## config.mk

```make
export PLATFORM = sky130hd
export DESIGN_NAME = if_fetch_unit
export DESIGN_NICKNAME = d
export VERILOG_FILES = /design/src/rtl/if_fetch_unit.sv
export SDC_FILE = /design/constraint.sdc
export NUM_CORES = 1
export LEC_CHECK = 0
export ABC_CLOCK_PERIOD_IN_PS = 2700
export CAP_MARGIN = 20
export CORE_MARGIN = 5
export CORE_UTILIZATION = 41
export DETAILED_ROUTE_END_ITERATION = 6
export DONT_BUFFER_PORTS = 1
export GPL_TIMING_DRIVEN = 0
export PLACE_DENSITY = 0.62
export SYNTH_ARGS = -nofsm -noshare
export SYNTH_HDL_FRONTEND = slang
export SYNTH_SLANG_ARGS = --single-unit
```

## constraint.sdc

```tcl
create_clock -name clk -period 2.7 [get_ports clk]
set_clock_uncertainty 0.15 [all_clocks]
set_input_delay 0.135 -clock clk [delete_from_list [all_inputs] [get_ports clk]]
set_output_delay 0.135 -clock clk [all_outputs]
set_load 0.005 [all_outputs]
```

## src/rtl/if_fetch_unit.sv

```systemverilog
// if_fetch_unit: instruction fetch with hold register and redirect handling.
// Define FETCH_SKID_BUF_EN to add a 1-entry skid buffer behind the hold register.
module if_fetch_unit #(
   parameter logic [31:0] RESET_PC = 32'h0000_0000
) (
   input  logic        clk,
   input  logic        reset,
   output logic        im_req,
   output logic [31:0] im_addr,
   input  logic        im_ready,
   input  logic [31:0] im_rdata,
   output logic        im_stall,
   input  logic        stall_in,
   input  logic        redirect,
   input  logic [31:0] redirect_pc,
   input  logic        CSR_interrupt,
   input  logic [31:0] mtvec,
   input  logic        CSR_ret,
   input  logic [31:0] mepc,
   output logic [31:0] if_pc,
   output logic [31:0] if_instr,
   output logic        if_flush
);
   typedef enum logic [1:0] {IDLE, FETCH, HOLD} state_t;
`ifdef FETCH_SKID_BUF_EN
   localparam logic [1:0] CAP = 2'd2;
`else
   localparam logic [1:0] CAP = 2'd1;
`endif
   state_t state, state_nx;
   logic [31:0] pc, target;
   logic [1:0] n, n_nx;
   logic [63:0] q0, q1, q0_nx, q1_nx, ent0, ent1, in_w;
   logic redir, in_v, pop, flush_q;
   assign redir = CSR_interrupt | CSR_ret | redirect;
   assign target = (CSR_interrupt ? mtvec : CSR_ret ? mepc : redirect_pc) & ~32'h3;
   assign im_addr = pc;
   assign im_stall = im_req & ~im_ready;
   assign if_flush = flush_q | redir;
   // Buffered words (hold, then skid) form a tiny queue; the incoming word joins at the tail.
   assign in_w = {pc, im_rdata};
   assign in_v = im_req & im_ready & ~redir;
   assign pop = ~stall_in & ((n != 2'd0) | in_v);
   always_comb begin
      ent0 = (n != 2'd0) ? q0 : in_w;
      ent1 = (n == 2'd2) ? q1 : in_w;
      n_nx = n + {1'b0, in_v} - {1'b0, pop};
      q0_nx = pop ? ent1 : ent0;
      q1_nx = pop ? in_w : ent1;
   end
   always_ff @(posedge clk or negedge reset)
      if (!reset) state <= IDLE;
      else state <= state_nx;
   always_comb begin
      im_req = state == FETCH;
      state_nx = (redir || n_nx != CAP) ? FETCH : HOLD;
   end
   always_ff @(posedge clk or negedge reset)
      if (!reset) begin
         pc <= RESET_PC & ~32'h3;
         n <= 2'd0;
         q0 <= 64'h0;
         q1 <= 64'h0;
         if_pc <= 32'h0;
         if_instr <= 32'h0;
         flush_q <= 1'b1;
      end else if (redir) begin
         pc <= target;
         n <= 2'd0;
         flush_q <= 1'b1;
      end else begin
         if (in_v) pc <= pc + 32'd4;
         n <= n_nx;
         q0 <= q0_nx;
         q1 <= q1_nx;
         if (pop) {if_pc, if_instr} <= ent0;
         if (!stall_in) flush_q <= ~pop;
      end
endmodule
```

### Word level (Yosys, flattened, before mapping)

Cells that the tools add are included.

| storage, ports and cells | value |
|---|---|
| logic and storage cells | 43 |
| register bits after elaboration | 229 |

| operators by class | value |
|---|---|
| bitwise logic cells | 12 |
| equality and inequality tests | 4 |
| reduce and logical (&&, ||, !) cells | 4 |
| mux-type cells | 12 |
| $add $sub $neg | 3 |

Operators by type and width:

| operator | number |
|---|---|
| 2-to-1 mux 64 bit | 4 |
| 2-to-1 mux 32 bit | 4 |
| adder 32 x 3 -> 32 bit, second input constant | 1 |
| bitwise AND 1 bit | 4 |
| 2-to-1 mux 2 bit | 2 |
| inequality test 2 x 1 -> 1 bit, second input constant | 2 |
| inverter 1 bit | 4 |
| bitwise OR 1 bit | 4 |
| nonzero test 2 bit | 2 |
| adder 2 x 1 -> 2 bit | 1 |
| == test 2 x 1 -> 1 bit, second input constant | 1 |
| == test 2 bit, second input constant | 1 |
| 2-to-1 mux 1 bit | 2 |
| AND reduction 2 bit | 1 |
| subtractor 2 x 1 -> 2 bit | 1 |
| logical OR 1 bit | 1 |

### Logic depth before layout (Yosys ltp)

Gate-level depths: netlist (run 1).

| logic depth | value |
|---|---|
| word-level depth | 10 |
| gate-level depth with buffers | 12 |
| gate-level depth less buffers | 11 |

### Worst setup path before layout (run 1)

No wires, ideal clock.

| timing path | value |
|---|---|
| kind | reg2reg |
| from | register n[0] |
| to | register state[0] |
| path buffers | 2 |
| path slack | 286 ps |
| clock period less this slack | 2,414 ps |
| data required time | 2,435 ps |
| arrival | 2,149 ps |
| cell stages (with the launch flop) | 12 |
| setup time | 115 ps |
| path through | dfrtp_1 > nor2_1 > buf_2 > buf_2 > a21oi_1 > ha_1 > inv_1 > ha_1 > xor2_1 > xnor2_1 > and2_1 > inv_1 |

| between the ends | value |
|---|---|
| longest elaborated chain between the ends | 7 |
| elaborated cells on any way between the ends | 8 |

Ends and longest elaborated chain:

| item | line | text |
|---|---|---|
| start, declared | 32 | `logic [1:0] n, n_nx;` |
| start signal, assigned | 73 | `n <= n_nx;` |
| nonzero test 2 bit | 43 | `assign pop = ~stall_in & ((n != 2'd0) \| in_v);` |
| bitwise OR 1 bit | 43 |  |
| bitwise AND 1 bit | 43 |  |
| subtractor 2 x 1 -> 2 bit (*) | 47 | `n_nx = n + {1'b0, in_v} - {1'b0, pop};` |
| inequality test 2 x 1 -> 1 bit (*) | 56 | `state_nx = (redir \|\| n_nx != CAP) ? FETCH : HOLD;` |
| logical OR 1 bit (*) | 56 |  |
| 2-to-1 mux 2 bit (*) | 56 |  |
| named net state_nx[0] | 30 | `state_t state, state_nx;` |
| end signal, assigned | 53 | `else state <= state_nx;` |
| end, declared | 30 |  |

The timed path passes the listed nets; every way through them passes the cells marked *.
A chain may end at the register's enable or synchronous reset.

### Final worst setup path (run 1)

| timing path | value |
|---|---|
| from | register pc[2] (netlist: im_addr[2]) |
| to | register pc[15] (netlist: im_addr[15]) |

| between the ends | value |
|---|---|
| longest elaborated chain between the ends | 3 |

Ends and longest elaborated chain:

| item | line | text |
|---|---|---|
| start, declared | 31 | `logic [31:0] pc, target;` |
| start signal, assigned | 60 | `pc <= RESET_PC & ~32'h3;` |
| start signal, assigned | 68 | `pc <= target;` |
| start signal, assigned | 72 | `if (in_v) pc <= pc + 32'd4;` |
| adder 32 x 3 -> 32 bit | 72 |  |
| 2-to-1 mux 32 bit | 72 |  |
| 2-to-1 mux 32 bit | 67 | `end else if (redir) begin` |

Every way passes these cells. The select of a mux whose other input is x is not followed.

==> results by group, run 1 <==
Yosys
  – Async set-or-reset flop fraction in the synthesized netlist: 100.0%
  – Leading area contributor after synthesis: dfrtp_1
  – Post-Synthesis Cells: 987
  – Synthesized flop and latch total: around 230
  – Post-synth EDFFs: 0
  – Synthesized cell area: 0.01070 mm^2
  – Post-synth top area share: 52.87%
  – Syn Area/Cell: 10.84 um^2
  – Unique cell type count in the Yosys netlist: just over 60
  – Sequential area share after synthesis: 53.11%
  – Ys Warns: 0
  – Most used DFF post-synth: dfrtp_1
  – Area contributors post-synth: dfrtp_1, mux2i_1, mux2_2, a222oi_1, nand2_1

Die
  – Initial Util: 41.29%
  – Top Ports: 234
  – Std cell rows: 59
  – Die extent in x: 171.5 um
  – Die Span Y: 171.5 um
  – DIE AREA: 0.02942 mm^2
  – CORE AREA: 0.02591 mm^2

Clock tree
  – TritonCTS clock tree: built
  – Clk pin slew, worst setup/hold paths: around 60 ps
  – Maximum root-to-sink buffer count: 3
  – Num CTS Buffers: 25
  – Clock Sinks: 227
  – Worst skew pair latency: about 520 ps
  – CTS root buffer: clkbuf_16
  – H-tree Lvls: 1
  – Post-CTS Hold Fix Bufs: 97

Worst setup path
  – CP startpoint kind: register
  – Worst Path Required: roughly 3000 ps
  – Critical path's slowest cell: dfrtp_1
  – Critical path's top delay family: simple AND/OR/NAND/NOR gates
  – Crit path cell chain: nand4_1, nor2_4, nand3_1, xor2_1, o221ai_1, dlygate4sd3_1
  – R2r startpoint: im_addr[2]
  – WS Path Type: reg -> reg
  – Crit path largest cell delay: approximately 590 ps
  – Critical path capture point type: register
  – Buf+Inv Stages, Crit Path: 1
  – Crit-path max FO: 8
  – Critical path arrival: 2850 ps
  – CP startpoint: im_addr[2]

Timing
  – RSZ-0062 raised after global routing: true
  – Worst slew pin tran: 606.6 ps
  – Setup ws final: 108.7 ps
  – Period utilisation layout: 95.97%
  – Endpoints failing setup: 0
  – Rel. slew slack: 59.14%
  – Fin. max-slew vios: 0
  – Fmax: 0.3859 GHz
  – Final hold viol count: 227
  – Final Hold Slack: -842.7 ps
  – Shortest period the worst path allows: 2591 ps

Global route
  – Grt ovf: 0
  – Initial antenna violation count: 0
  – Vias in the first global route: 8709
  – Largest net degree at the start of global routing: 228
  – First-pass GRT wire length: between 40 and 50 mm
  – Overall global routing resource usage: 20.81%

Pwr
  – Pwr per Cell Area: 707.6 mW/mm^2
  – Overall power: approximately 0.0092 W
  – VDD IR max: approximately 480 uV
  – Static leakage: 6.292 nW

Job
  – Max_cap viols: 0

Placement
  – Hpwl dp: 22.14 mm
  – I/O Buffers: 0
  – Place WS: -147.2 ps
  – Placer Congestion: just under 0.9

Route
  – Routed wire length: between 30 and 40 mm
  – DRC: 1
  – Drt first-iter violations: 853
  – DR vias: 8351
  – Avg WL per Cell: approximately 21 um
  – Vias per cell: 5.704
  – Antenna Nets Post-Route: 0
  – Pre-antenna DRT Iters: 7

Final layout
  – Core Util, Final: 50.01%
  – Share of cells above drive strength 1: 15.94%
  – Layout Nets: 1250
  – Area Growth Syn to Fin: 21.13%
  – Ant. Diodes: 0

Hold path
  – HP Class: in -> async

Run status
  – Status: complete, but fails checks
  – Failing checks: design-rule violations, negative hold slack
## final timing paths
path | depth (start not counted) | slack [ps] | to
min in group clk | 5 | 30 | im_addr[22]
hold / removal | 0 | -840 | if_instr[26]
max in group asynchronous | 0 | 2870 | flush_q
setup reg to reg | 6 | 110 | im_addr[15]
setup / recovery | 6 | 110 | im_addr[15]
hold reg to reg | 2 | 340 | q0[63]
## what timing repair did
| item | CTS | global route |
|---|---|---|
| resized for setup | 3 | 8 |
| buffers inserted | 0 | 0 |
| setup endpoints to repair | 3 | 6 |
| endpoints found under the hold margin | 355 | 227 |
## worst reg2reg max path, delay by kind of cell (launching register included)
| family | cells | cell delay [ps] |
|---|---|---|
| and+or+nand+nor | 3 | 880 |
| DFF | 1 | 590 |
| buffers and inverters | 1 | 580 |
| xor gates and xnor gates | 1 | 150 |
| AOI/OAI and AO/OA | 1 | 130 |
## cell usage after synthesis, drive strengths merged (10+ instances only)
| library cell | count |
|---|---|
| inv | 71 |
| nand4 | 12 |
| nor3 | 14 |
| a21oi | 40 |
| nor2 | 32 |
| xnor2 | 10 |
| mux2 | 58 |
| dfrtp | 226 |
| buf | 62 |
| nand3 | 12 |
| clkbuf | 19 |
| nand2 | 112 |
| a222oi | 62 |
| o21ai | 82 |
| mux2i | 72 |
## stage by stage
step / TNS (ps) / cell area (um^2) / instances
after global routing: -48.92 / 12960 / 1464
after detailed placement: -223.7 / 11120 / 1323
after CTS: 0 / 12930 / 1464
after global placement: -203.8 / 11120 / 1323
after floorplan: 0 / 10700 / 988
final: 0 / 12960 / 1464
## kinds of logic after synthesis
family	share of synthesized area, %
buffers and inverters	6.456
XOR/XNOR	1.474
adder cells (fa/ha/maj)	0.3509
other	0.03505
multiplexers	12.84
AND/OR/NAND/NOR	10.41
flip-flops	53.11
AO/OA/AOI/OAI	15.32
## layer usage
metal  share of wire (%)  routed length [um]  up-vias  GRT usage, %
li1                    -                   -     3820             -
met1                  42               13270     4156         26.60
met2                  48               15020      320         35.77
met3                 7.4                2317       55         4.735
met4                 2.4                 758        0         5.477
met5                   0                   0        -             0
## layout make-up
class	count	area, um^2
clock inverter	9	102.6
multi-input combinational	609	4347
timing repair buffer	97	970.9
fill	2321	12950
buffer	81	437.9
sequential	227	5682
tap	335	419.2
inverter	71	266.5
clock buffer	35	733.2
## state kept, by name (all words and copies together), names as in the netlist
register,flops
flush_q,1
if_instr,32
if_pc,32
im_addr,30
n,2
q0,64
q1,64
state,2
## report_power, final
| part | internal [W] | switching (W) |
|---|---|---|
| Sequential | 0.00402 | 0.000490 |
| Combinational | 0.000648 | 0.000563 |
| Clock | 0.00208 | 0.00137 |
| Total | 0.00675 | 0.00242 |
## placed cells by master (no fill, tap or decap), types with 8 or more instances in the layout
master and count:
a211oi_1 9, a21oi_1 39, a222oi_1 62, buf_2 44
clkbuf_1 22, clkbuf_16 25, dfrtp_1 226, dlygate4sd3_1 97
inv_1 71, mux2_2 58, mux2i_1 72, nand2_1 112
nand3_1 10, nand3b_1 8, nand4_1 10, nor2_1 28
nor3_1 8, o21ai_0 39, o21ai_1 42, o221ai_1 8
xnor2_1 10, xor2_1 8
Note: power is estimated with default switching activity, not from simulation.
==> run 2: changes to the inputs <==
--- a/config.mk
+++ b/config.mk
@@ -9,6 +9,8 @@
 export CAP_MARGIN = 20
 export CORE_MARGIN = 5
 export CORE_UTILIZATION = 41
+export CTS_BUF_LIST = sky130_fd_sc_hd__clkbuf_4 sky130_fd_sc_hd__clkbuf_8 sky130_fd_sc_hd__clkbuf_16
+export CTS_CLUSTER_SIZE = 20
 export DETAILED_ROUTE_END_ITERATION = 6
 export DONT_BUFFER_PORTS = 1
 export GPL_TIMING_DRIVEN = 0
==> constraint.sdc (replaced) <==
create_clock -name clk -period 2.7 [get_ports clk]
set_clock_uncertainty 0.15 [all_clocks]
set_input_delay 0.27 -clock clk [delete_from_list [all_inputs] [get_ports clk]]
set_output_delay 0.27 -clock clk [all_outputs]
set_load 0.005 [all_outputs]
==> run 2 against run 1 <==
Utilization is 0.59 points lower. Register-to-register slack about the same. Non-clock buffer count is 16 lower. Clock power increased by 1%. Largest power group unchanged. Via count decreased by 0.60%. The run ends with negative hold slack left. Highest routed layer unchanged. Critical endpoint unchanged. Flip-flop and latch count unchanged.
==> results by group, run 2 (synthesized netlist as in run 1, its figures left out) <==
Run status
  – Status: complete, but fails checks
  – Failing checks: negative hold slack

Worst setup path
  – WS Path Type: reg -> reg
  – R2r startpoint: im_addr[2]
  – Critical path arrival: 2860 ps (about the same)
  – Critical path capture point type: register
  – Critical path's slowest cell: dfrtp_1
  – Crit-path max FO: 8 (unchanged)
  – Crit path largest cell delay: 590 ps (about the same)
  – CP startpoint kind: register
  – CP startpoint: im_addr[2]
  – Worst Path Required: 2960 ps (about the same)
  – Crit path cell chain: nand4_1, nor2_4, nand3_1, xor2_1, o221ai_1, dlygate4sd3_1

Final layout
  – Regs by FF count: q0 x64, q1 x64
  – Post-route insts no fill: 1448 (-1.1%)
  – Most frequent cells in the layout: dfrtp_1, nand2_1, dlygate4sd3_1, mux2i_1, inv_1
  – Core Util, Final: 49.42% (-0.59 points)
  – Layout Nets: 1234 (-1.3%)
  – Ant. Diodes: 0 (unchanged)
  – Area Growth Syn to Fin: 19.70%
  – Filler Cell Count: 2334 (+0.56%)
  – Leading cell type in the layout, fill and taps excluded: dfrtp_1
  – Share of cells above drive strength 1: 16.35% (+0.41 points)

Timing
  – Fmax: 0.3843 GHz (-0.42%)
  – Rel. slew slack: 59.25% (+0.11 points)
  – Shortest period the worst path allows: 2602 ps (+11.04 ps)
  – Worst slew pin tran: 611.2 ps (+4.643 ps)
  – Setup TNS: 0 ps (unchanged)
  – RSZ-0062 raised after global routing: false
  – Final Hold Slack: -707.3 ps (+135.4 ps)
  – Period utilisation layout: 96.38% (+0.41 points)
  – Endpoints failing setup: 0 (unchanged)
  – Final hold viol count: 227 (unchanged)
  – Fin. max-slew vios: 0 (unchanged)

Job
  – Max_cap viols: 0 (unchanged)

Clock tree
  – H-tree Lvls: 1 (unchanged)
  – Post-CTS Hold Fix Bufs: 81 (-16%)
  – Num CTS Buffers: 25 (unchanged)
  – Worst skew pair latency: 530 ps (about the same)
  – Maximum root-to-sink buffer count: 3 (unchanged)
  – Clock Sinks: 227 (unchanged)
  – TritonCTS clock tree: built
  – CTS root buffer: clkbuf_16
  – Clk pin slew, worst setup/hold paths: 60 ps (about the same)

Hold path
  – HP Class: in -> async

Pwr
  – Net Sw Frac: 26.32% (-0.063 points)
  – P_sw: 0.002413 W (-0.23%)
  – Sequential cell fraction of total power: 49.2% (about the same)
  – Comb pwr share: 12.9% (-0.3 points)
  – Static leakage: 6.229 nW (-1.0%)
  – Clock power frac: 37.9% (+0.3 points)
  – Pwr per Cell Area: 716.1 mW/mm^2 (+1.2%)
  – Internal: 0.006756 W (about the same)
  – VDD IR max: 479.1 uV (+0.26%)

Route
  – DR vias: 8301 (-0.60%)
  – Antenna Nets Post-Route: 0 (unchanged)
  – WL met1: 12.87 mm (-3.0%)
  – DRC: 0 (-1)
  – Drt first-iter violations: 837 (-1.9%)
  – Max layer used: met4
  – Met2 WL: 14.79 mm (-1.6%)
  – Pre-antenna DRT Iters: 7 (unchanged)
  – Metal3 WL: 2.592 mm (+12%)
  – Routed wire length: 31.09 mm (-0.87%)
  – Avg WL per Cell: 21.47 um (+0.23%)
  – Vias per cell: 5.733 (+0.50%)

Global route
  – First-pass GRT wire length: 48.27 mm (-1.1%)
  – Overall global routing resource usage: 20.65% (-0.16 points)
  – Initial antenna violation count: 0 (unchanged)
  – Largest net degree at the start of global routing: 228 (unchanged)
  – Vias in the first global route: 8637 (-0.83%)
  – Grt ovf: 0 (unchanged)

Die
  – Initial Util: 41.29% (unchanged)
  – Die extent in x: 171.5 um (unchanged)
  – Die Span Y: 171.5 um (unchanged)
  – Std cell rows: 59 (unchanged)
  – DIE AREA: 0.02942 mm^2 (unchanged)
  – CORE AREA: 0.02591 mm^2 (unchanged)
  – Top Ports: 234 (unchanged)

Placement
  – I/O Buffers: 0 (unchanged)
  – Cell count after placement: 1323 (unchanged)
  – Hpwl dp: 22.14 mm (unchanged)
  – Placer Congestion: 0.8751 (unchanged)
-- run 2: metrics by stage --
| step | setup WS, ps | power (W) | instance area [um^2] |
|---|---|---|---|
| global route | 4.128 | 0.009634 | 12800 |
| detailed placement | -208.5 | 0.005638 | 11120 |
| global placement | -180.3 | 0.005581 | 11120 |
| CTS | 35.35 | 0.009247 | 12790 |
| finish | 97.69 | 0.009169 | 12800 |
| floorplan | 286.4 | 0.005255 | 10700 |
-- run 2: path summary, 6_finish.rpt --
| kind | slack [ps] | to | cells after the start |
|---|---|---|---|
| min in group clk | 20 | im_addr[6] | 4 |
| worst min register to register | 330 | q0[63] | 2 |
| worst min-delay path | -710 | if_instr[26] | 0 |
| worst max register to register | 100 | im_addr[15] | 6 |
| worst max-delay path | 100 | im_addr[15] | 6 |
| max in group asynchronous | 2750 | flush_q | 0 |
-- run 2: what timing repair did --
item                                    CTS  global route
endpoints found under the setup margin    3             4
endpoints found under the hold margin   350           227
pin swaps                                 0             0
resized for setup                         3             6
setup buffers                             0             0
-- run 2: power by group through the flow --
stage / logic [W] / registers (W) / clock network [W]
2_1_floorplan: 0.000865 / 0.00439 / 0
3_3_place_gp: 0.00102 / 0.00456 / 0
3_5_place_dp: 0.00105 / 0.00458 / 0
4_1_cts: 0.00118 / 0.00452 / 0.00354
5_1_grt: 0.00134 / 0.00459 / 0.00370
6_report: 0.00118 / 0.00451 / 0.00348
-- run 2: critical path: cells and delay by family (launching register included) --
family | cells | cell delay, ps
flip-flops | 1 | 590
AO/OA/AOI/OAI | 1 | 130
XOR/XNOR | 1 | 160
buffers and inverters | 1 | 580
AND/OR/NAND/NOR | 3 | 870
-- run 2: area by class of cell --
class	instances	area (um^2)	area share, %
plain buffers	81	435.4	3.400
clock buffers	35	744.5	5.814
inverters	71	266.5	2.081
multi-input cells	609	4344	33.93
flip-flops and latches	227	5682	44.37
well taps	335	419.2	3.273
clock inverters	9	102.6	0.8012
repair buffers	81	810.8	6.332
-- run 2: layer usage --
metal	global-route usage, %	up-vias
met5	0	-
met4	5.925	0
met3	5.217	60
met2	35.18	356
met1	26.12	4105
li1	-	3780
